## config.mk

```make
export PLATFORM = sky130hd
export DESIGN_NAME = shim_avst_buffer
export DESIGN_NICKNAME = d
export VERILOG_FILES = /design/src/rtl/ofs_asp_pkg.sv /design/src/rtl/shim_avst_buffer.sv
export SDC_FILE = /design/constraint.sdc
export NUM_CORES = 1
export LEC_CHECK = 0
export ABC_CLOCK_PERIOD_IN_PS = 7000
export CORE_MARGIN = 1
export CORE_UTILIZATION = 60
export DETAILED_ROUTE_END_ITERATION = 6
export PLACE_DENSITY = 0.79
export SYNTH_ARGS = -nofsm -noshare
export SYNTH_HDL_FRONTEND = slang
export SYNTH_SLANG_ARGS = --single-unit
```

## constraint.sdc

```tcl
create_clock -name clk -period 7 [get_ports clk]
set_clock_uncertainty 0.05 [all_clocks]
set_input_delay 0.7 -clock clk [delete_from_list [all_inputs] [get_ports clk]]
set_output_delay 0.7 -clock clk [all_outputs]
set_load 0.02 [all_outputs]
```

## src/rtl/ofs_asp_pkg.sv

```systemverilog
// Shared constants for the shim_avst streaming blocks.
package ofs_asp_pkg;
  localparam int SHIM_AVST_DATA_WIDTH = 32;
endpackage

```

## src/rtl/shim_avst_buffer.sv

```systemverilog
// Registered shim_avst FIFO buffer with fill level, almost-full flag and
// high-watermark tracking. Both handshake outputs come from registered state only.
module shim_avst_buffer #(
  parameter int DATA_WIDTH            = ofs_asp_pkg::SHIM_AVST_DATA_WIDTH,
  parameter int DEPTH                 = 16,
  parameter int ALMOST_FULL_THRESHOLD = 12
) (
  input  logic                         clk,
  input  logic                         reset,
  input  logic                         snk_valid,
  output logic                         snk_ready,
  input  logic [DATA_WIDTH-1:0]        snk_data,
  output logic                         src_valid,
  input  logic                         src_ready,
  output logic [DATA_WIDTH-1:0]        src_data,
  output logic [$clog2(DEPTH+1)-1:0]   fill_level,
  output logic                         almost_full,
  output logic [$clog2(DEPTH+1)-1:0]   high_watermark
);

  localparam int PTR_W = $clog2(DEPTH);
  localparam int CNT_W = $clog2(DEPTH+1);

  logic [DATA_WIDTH-1:0] r_mem [DEPTH];
  logic [PTR_W-1:0]      r_wrPtr;
  logic [PTR_W-1:0]      r_rdPtr;
  logic [CNT_W-1:0]      r_fillLevel;
  logic [CNT_W-1:0]      r_highWatermark;

  logic                  w_push;
  logic                  w_pop;
  logic [CNT_W-1:0]      w_fillNext;

  // Handshakes depend only on the fill register, so no valid/ready feedthrough.
  assign snk_ready      = (r_fillLevel != CNT_W'(DEPTH));
  assign src_valid      = (r_fillLevel != '0);
  assign src_data       = r_mem[r_rdPtr];
  assign fill_level     = r_fillLevel;
  assign almost_full    = (r_fillLevel >= CNT_W'(ALMOST_FULL_THRESHOLD));
  assign high_watermark = r_highWatermark;

  assign w_push = snk_valid && snk_ready;
  assign w_pop  = src_valid && src_ready;

  always_comb begin
    w_fillNext = r_fillLevel;
    if (w_push && !w_pop) begin
      w_fillNext = r_fillLevel + CNT_W'(1);
    end else if (!w_push && w_pop) begin
      w_fillNext = r_fillLevel - CNT_W'(1);
    end
  end

  always_ff @(posedge clk) begin
    if (reset) begin
      r_wrPtr         <= '0;
      r_rdPtr         <= '0;
      r_fillLevel     <= '0;
      r_highWatermark <= '0;
    end else begin
      if (w_push) begin
        r_wrPtr <= r_wrPtr + PTR_W'(1);
      end
      if (w_pop) begin
        r_rdPtr <= r_rdPtr + PTR_W'(1);
      end
      r_fillLevel <= w_fillNext;
      if (w_fillNext > r_highWatermark) begin
        r_highWatermark <= w_fillNext;
      end
    end
  end

  // Payload storage carries no reset; stale entries are unreachable once pointers clear.
  always_ff @(posedge clk) begin
    if (w_push && !reset) begin
      r_mem[r_wrPtr] <= snk_data;
    end
  end

endmodule
```

==> results of run 1 <==
## area by class of cell
class	count	area share [%]
antenna	1	0.0106
clock buffer	72	6.07
clock inverter	26	0.968
inverter	13	0.207
multi-input combinational	269	19.0
sequential	534	67.2
tap	448	2.38
timing repair buffer	102	4.16
## how the worst max path moves through the flow
stage                             end  cells past startpoint  slack, ns                      from
2_1_floorplan  r_mem[15][0]$_DFFE_PP_                      8       3.53  fill_level[0]$_SDFF_PP0_
3_3_place_gp             src_data[23]                      4       3.16                 flip-flop
3_5_place_dp             src_data[19]                      4       3.12                 flip-flop
4_1_cts                  src_data[28]                      4       2.52                 flip-flop
5_1_grt                  src_data[22]                      4       2.39                 flip-flop
6_report                 src_data[22]                      4       2.62                 flip-flop
## per-stage QoR
| step | cells | setup slack, ns | utilization [%] | hold WS, ns | area, um^2 |
|---|---|---|---|---|---|
| 6_report | 1465 | 2.62 | 70.0 | 0.439 | 23500 |
| 5_1_grt | 1465 | 2.39 | 70.0 | 0.490 | 23500 |
| 4_1_cts | 1464 | 2.52 | 70.0 | 0.448 | 23500 |
| 3_5_place_dp | 1366 | 3.12 | 65.1 | 0.439 | 21900 |
| 3_3_place_gp | 1366 | 3.16 | 65.1 | 0.429 | 21900 |
| 2_1_floorplan | 856 | 3.53 | - | 0.418 | 20500 |
## cell families (layout without fill, tap and decap cells)
kind of cell	count (synthesis)	count (layout)	share of synthesized area (%)
xor+xnor	11	11	0.506
mux	162	162	17.8
buf+inv	53	213	1.74
flops	534	534	77.1
other cells	0	1	0
fa+ha+maj	14	14	0.842
compound gates	17	17	0.518
simple gates	65	65	1.52
## placed cells by master (no fill, tap or decap), types with 4 or more instances in the layout
master and count:
xnor2_1 5, nor2_1 17, buf_4 21, inv_1 12
xor2_1 5, nand2_1 11, clkdlybuf4s50_1 80, clkbuf_1 16
ha_1 13, edfxtp_1 512, mux4_1 7, nor2_4 16
o22ai_1 4, clkbuf_16 53, nand2b_1 5, clkinv_1 10
nand4_1 6, clkinv_2 9, bufinv_16 4, dfxtp_1 18
mux4_2 153
## state kept, by name, indices dropped and copies added (netlist names), named ones only
| signal | flops |
|---|---|
| high_watermark | 5 |
| r_rdPtr | 4 |
| r_mem | 512 |
| r_wrPtr | 4 |
| fill_level | 5 |
## cell usage after synthesis (2+ instances only)
master      n
inv_1      12
nand4_1     6
nor2_1     33
buf_4       4
nor2b_1     3
mux4_2    153
xor2_1      5
dfxtp_1    22
clkbuf_1    7
buf_6      15
edfxtp_1  512
o22ai_1     4
nand2b_1    5
mux2i_1     2
xnor2_1     5
nand2_1    11
mux4_1      7
ha_1       13
a21oi_1     3
and2_1      2
a211oi_1    3
buf_2      12
o21ai_1     3
## worst min-delay path, stage by stage (launching register included)
cell	delay, ns
dfxtp_1	0.32
nand2_1	0.06
a21oi_1	0.06
## metal layers
metal | track usage (%) | vias to the layer above
met5 | 0 | -
met4 | 7.03 | 2
met3 | 3.73 | 72
met2 | 44.4 | 400
met1 | 33.9 | 5075
li1 | - | 3873
## report_power, final
part	switching (mW)	total (mW)	internal, mW
combinational	0.749	1.58	0.834
clock	1.13	2.70	1.57
sequential	0.0990	3.67	3.57
total	1.98	7.96	5.98
==> reports/qor.yml, run 1 <==
hold_path:
  hp-class: "flip-flop to flip-flop"
  hp-start: "r_rdPtr[1]$_SDFFE_PP0N_"
  whs_path_depth: 2
place:
  gp_congestion: 0.750
  io_buffer_count: 80
  dp_hpwl_um: 21400
setup_path:
  r2r-start: "fill_level[0]$_SDFF_PP0_"
  crit_buf_inv: 2
  slowest_delay_ns: 0.70
  crit_arrival_ns: 3.63
  reg2regPathDepth: 13
  path_cells: "buf_4 > mux4_2 > mux4_2 > clkdlybuf4s50_1"
  path_class: "flip-flop to output pin"
  path_delay_family: "buffers and inverters"
  end_kind: "output pin"
  rr_endpoint: "high_watermark[2]$_SDFFE_PP0N_"
  slowest_stage: "buf_4"
  cp-start-kind: "flip-flop"
  cp.required_ns: 6.25
  reg2reg_slack_ns: 3.49
  worst_path_most_repeated_cell: "mux4_2"
  cp_max_fo: 37
cells_and_area:
  fin_nets: 1021
  fill_cells: 1930
  final-seq-area_um2: 15800
  area_delta_synth_final_pct: 14.7
  multi_input_area_um2: 4470
  drive_gt1_share_pct: 26.6
clock_network:
  ctsRootBufferMaster: "clkbuf_16"
  ctsLongestPathBuffers: 3
  cts.repair.resized: 0
  cts.sinks: 534
  clk_latency_ns: 0.56
  postCtsHoldBufs: 0
  cts_setup_buffers: 0
  cts_tree: "yes"
  cts_made_buffers: 52
  clk_pin_slew_ns: 0.06
  htreeDepth: 2
global_route:
  overflow: 0
  grt_max_degree: 68
  grt_use_total_pct: 25.4
  antenna_found_initial: 2
  grt_first_pass_wirelength_um: 63900
  grt_pass1_vias: 10000
sta:
  max_freq_mhz: 228
  fin_crit_sh_pct: 62.6
  rsz0062_at_grt: "false"
  tightestPinTransition_ns: 0.782
  finalSetupTns_ns: 0
  hold_viol: 0
  setup_viol: 0
  fin_crit_ns: 4.38
  drv_slew: 0
  relSlewSlack_pct: 47.7
detailed_routing:
  drc: 0
  wl_met3_um: 2490
  drtAntennaViolNets: 0
  dr.pass1.iters: 5
  wirelength_um: 42900
  drtIter0Drc: 1072
  wl_met2_um: 23000
  top_layer: "met5"
  via_count: 9422
  wl_per_cell_um: 29.3
  viasPerCell: 6.43
  drt-met1-wl_um: 16600
logic_synthesis:
  yosys-top-cells-area: "edfxtp_1 (75%), mux4_2 (17%), dfxtp_1 (2.1%)"
  synth_cell_types: 37
  synth_warnings: 0
  syn_inst: 856
  yosysTopAreaCell: "edfxtp_1"
  synthArstFlopShare_pct: 0
  syn_area_um2: 20500
  syn_avg_cell_area_um2: 24.0
  ys.flop_type: "edfxtp_1"
  synth_seq_cells: 534
  ys_seq_area_share_pct: 77.1
  syn_nets: 905
  synth_edf_count: 512
  synth_top_area_share_pct: 74.9
floorplan:
  io_pins: 81
  row_count: 67
  core_area_um2: 33600
  die_height_um: 187
  dieArea_um2: 34900
  die_w_um: 187
  initial_utilization_pct: 61.0
power_and_ir_drop:
  power_density_nw_per_um2: 338
  power_mw: 7.96
  ir_worst_vdd_v: 0.000229
  leakagePower_nw: 7.22
flow_run:
  cap_violations: 0
run_status:
  status: "complete, no violations"
No activity file was read; power rests on OpenSTA's default activity.
==> run 2: changes to the inputs <==
ABC_CLOCK_PERIOD_IN_PS = 4500   (was 7000)
clock period = 4.5 ns   (was 7 ns; I/O delays follow)
==> run 2 against run 1 <==
  * Power grew 56%
  * First-iteration DRC count shrank 18%
  * Combinational power grew 61%
  * Sequential cell count is the same
  * Wire length grew 0.94%
  * Register-to-register slack lost 2.4 ns
  * Critical path type unchanged
  * Clock power grew 54%
  * Via count grew 0.44%
  * Design area grew 0.78%
  * Global-route usage is essentially flat
  * Die area is the same
==> reports/qor.yml, run 2 (same netlist as run 1, synthesis figures left out) <==
run_status:
  status: "complete, no violations"
cells_and_area:
  final_cell_mix: "edfxtp_1 (512), mux4_2 (153), clkdlybuf4s50_1 (80)"
  fin_nets: 1032  # +1.1%
  final_common_cell: "edfxtp_1"
  regMostFlops: "r_mem"
  largest_reg_flops: 512  # unchanged
  multi_input_area_um2: 4470  # unchanged
  drive_gt1_share_pct: 27.3  # +0.72 points
  area_delta_synth_final_pct: 15.6
  fill_cells: 1873  # -3.0%
  final-seq-area_um2: 15800  # unchanged
setup_path:
  reg2reg_slack_ns: 1.09  # -2.40 ns
  worst_path_most_repeated_cell: "mux4_2"
  slowest_delay_ns: 0.77  # +0.07 ns
  cp-start-kind: "flip-flop"
  path_class: "flip-flop to output pin"
  cp.required_ns: 4.00  # -2.25 ns
  critical_path.endpoint: "src_data[22]"
  crit_arrival_ns: 3.39  # -0.24 ns
  path_cells: "buf_4 > mux4_2 > mux4_2 > clkdlybuf4s50_1"
  reg2regPathDepth: 13  # unchanged
  cp_max_fo: 30  # -19%
  end_kind: "output pin"
  r2r-start: "fill_level[0]$_SDFF_PP0_"
  rr_endpoint: "high_watermark[0]$_SDFFE_PP0N_"
  slowest_stage: "dfxtp_4"
power_and_ir_drop:
  power_mw: 12.4  # +56%
  intPower_mw: 9.35  # +56%
  power_frac_seq_pct: 46.1  # about the same
  sw_frac_of_total_pct: 24.9  # about the same
  p_switching_mw: 3.10  # +56%
  p_comb_share_pct: 20.4  # +0.5 points
  power_density_nw_per_um2: 524  # +55%
  leakagePower_nw: 7.29  # +1.0%
  clock_power_share_pct: 33.5  # -0.5 points
  ir_worst_vdd_v: 0.000385  # +68%
sta:
  rsz0062_at_grt: "false"
  max_freq_mhz: 257
  tightestPinTransition_ns: 0.881  # +0.0990 ns
  setup_viol: 0  # unchanged
  relSlewSlack_pct: 41.3  # -6.4 points
  finalSetupTns_ns: 0  # unchanged
  drv_slew: 0  # unchanged
  hold_viol: 0  # unchanged
  fin_crit_ns: 3.89
  fin_crit_sh_pct: 86.4
clock_network:
  cts_tree: "yes"
  cts_setup_buffers: 0  # unchanged
  htreeDepth: 2  # unchanged
  clk_pin_slew_ns: 0.06  # about the same
  ctsLongestPathBuffers: 3  # unchanged
  clk_latency_ns: 0.55  # about the same
  cts_made_buffers: 51  # -1.9%
  ctsRootBufferMaster: "clkbuf_16"
  postCtsHoldBufs: 0  # unchanged
  cts.sinks: 534  # unchanged
  cts.repair.resized: 0  # unchanged
hold_path:
  hp-class: "flip-flop to flip-flop"
flow_run:
  cap_violations: 0  # unchanged
global_route:
  grt_use_total_pct: 25.4  # -0.026 points
  grt_max_degree: 48  # -29%
  overflow: 0  # unchanged
  grt_pass1_vias: 9807  # -2.1%
  antenna_found_initial: 2  # unchanged
  grt_first_pass_wirelength_um: 63600  # -0.54%
detailed_routing:
  drc: 0  # unchanged
  viasPerCell: 6.43  # about the same
  drtIter0Drc: 878  # -18%
  dr.pass1.iters: 5  # unchanged
  via_count: 9463  # +0.44%
  wl_per_cell_um: 29.4  # +0.46%
  wirelength_um: 43300  # +0.94%
  drtAntennaViolNets: 0  # unchanged
floorplan:
  dieArea_um2: 34900  # unchanged
  core_area_um2: 33600  # unchanged
  row_count: 67  # unchanged
  initial_utilization_pct: 61.0  # unchanged
  io_pins: 81  # unchanged
  die_w_um: 187  # unchanged
  die_height_um: 187  # unchanged
place:
  dp_hpwl_um: 22800  # +6.7%
  io_buffer_count: 80  # unchanged
  gp_congestion: 0.766  # +2.1%
==> run 2: changes by cell type in the layout (fill, tap and decap cells not counted), sizes merged <==
| cell | previous run | this run |
|---|---|---|
| clkinvlp | 1 | 2 |
| buf | 22 | 34 |
| clkinv | 19 | 18 |
| inv | 15 | 13 |
| diode | 1 | 2 |
| clkbuf | 72 | 68 |
==> run 2: routing by layer <==
metal / global-route usage (%) / vias up / routed length, um
met3: 3.75 / 89 / 2750
met1: 33.6 / 5021 / 16500
met5: 0 / - / 0
met4: 8.89 / 0 / 1250
met2: 43.8 / 457 / 22900
li1: - / 3896 / -
==> run 2: worst min-delay path by stage <==
stage | startpoint | to | slack [ns] | cells after the start
floorplan | r_rdPtr[1]$_SDFFE_PP0N_ | flip-flop | 0.42 | 2
global placement | r_rdPtr[1]$_SDFFE_PP0N_ | flip-flop | 0.44 | 2
detailed placement | r_rdPtr[1]$_SDFFE_PP0N_ | flip-flop | 0.43 | 2
CTS | r_rdPtr[1]$_SDFFE_PP0N_ | flip-flop | 0.45 | 2
global route | high_watermark[3]$_SDFFE_PP0N_ | high_watermark[3]$_SDFFE_PP0N_ | 0.48 | 2
finish | r_rdPtr[1]$_SDFFE_PP0N_ | flip-flop | 0.44 | 2
==> run 2: area by class of cell <==
cell class,instances,area share [%]
flip-flops and latches,534,66.7
multi-input cells,269,18.8
clock buffers,68,6.00
repair buffers,114,4.98
well taps,448,2.36
clock inverters,24,0.886
inverters,13,0.206
diodes,2,0.0211
==> run 2: power by group through the flow <==
stage	combinational (mW)	clock [mW]	sequential, mW
4_1_cts	2.57	4.23	5.73
2_1_floorplan	1.87	0	5.75
3_3_place_gp	2.50	0	5.83
3_5_place_dp	2.53	0	5.83
6_report	2.54	4.17	5.73
5_1_grt	2.71	4.40	5.75
==> run 2: metrics by stage <==
stage               util [%]  hold slack (ns)  instance area, um^2  setup WS, ns  std cells
global route            70.6            0.484                23700         0.476       1471
global placement        65.7            0.437                22100          1.14       1378
detailed placement      65.7            0.433                22100          1.04       1378
floorplan                  -            0.418                20500          1.03        856
finish                  70.6            0.440                23700         0.610       1472
CTS                     70.5            0.447                23700         0.539       1470
==> run 2: critical path, delay by kind of cell (launching register included) <==
kind	cells	cell delay, ns
multiplexers	2	1.11
buffers and inverters	2	0.94
flip-flops	1	0.77
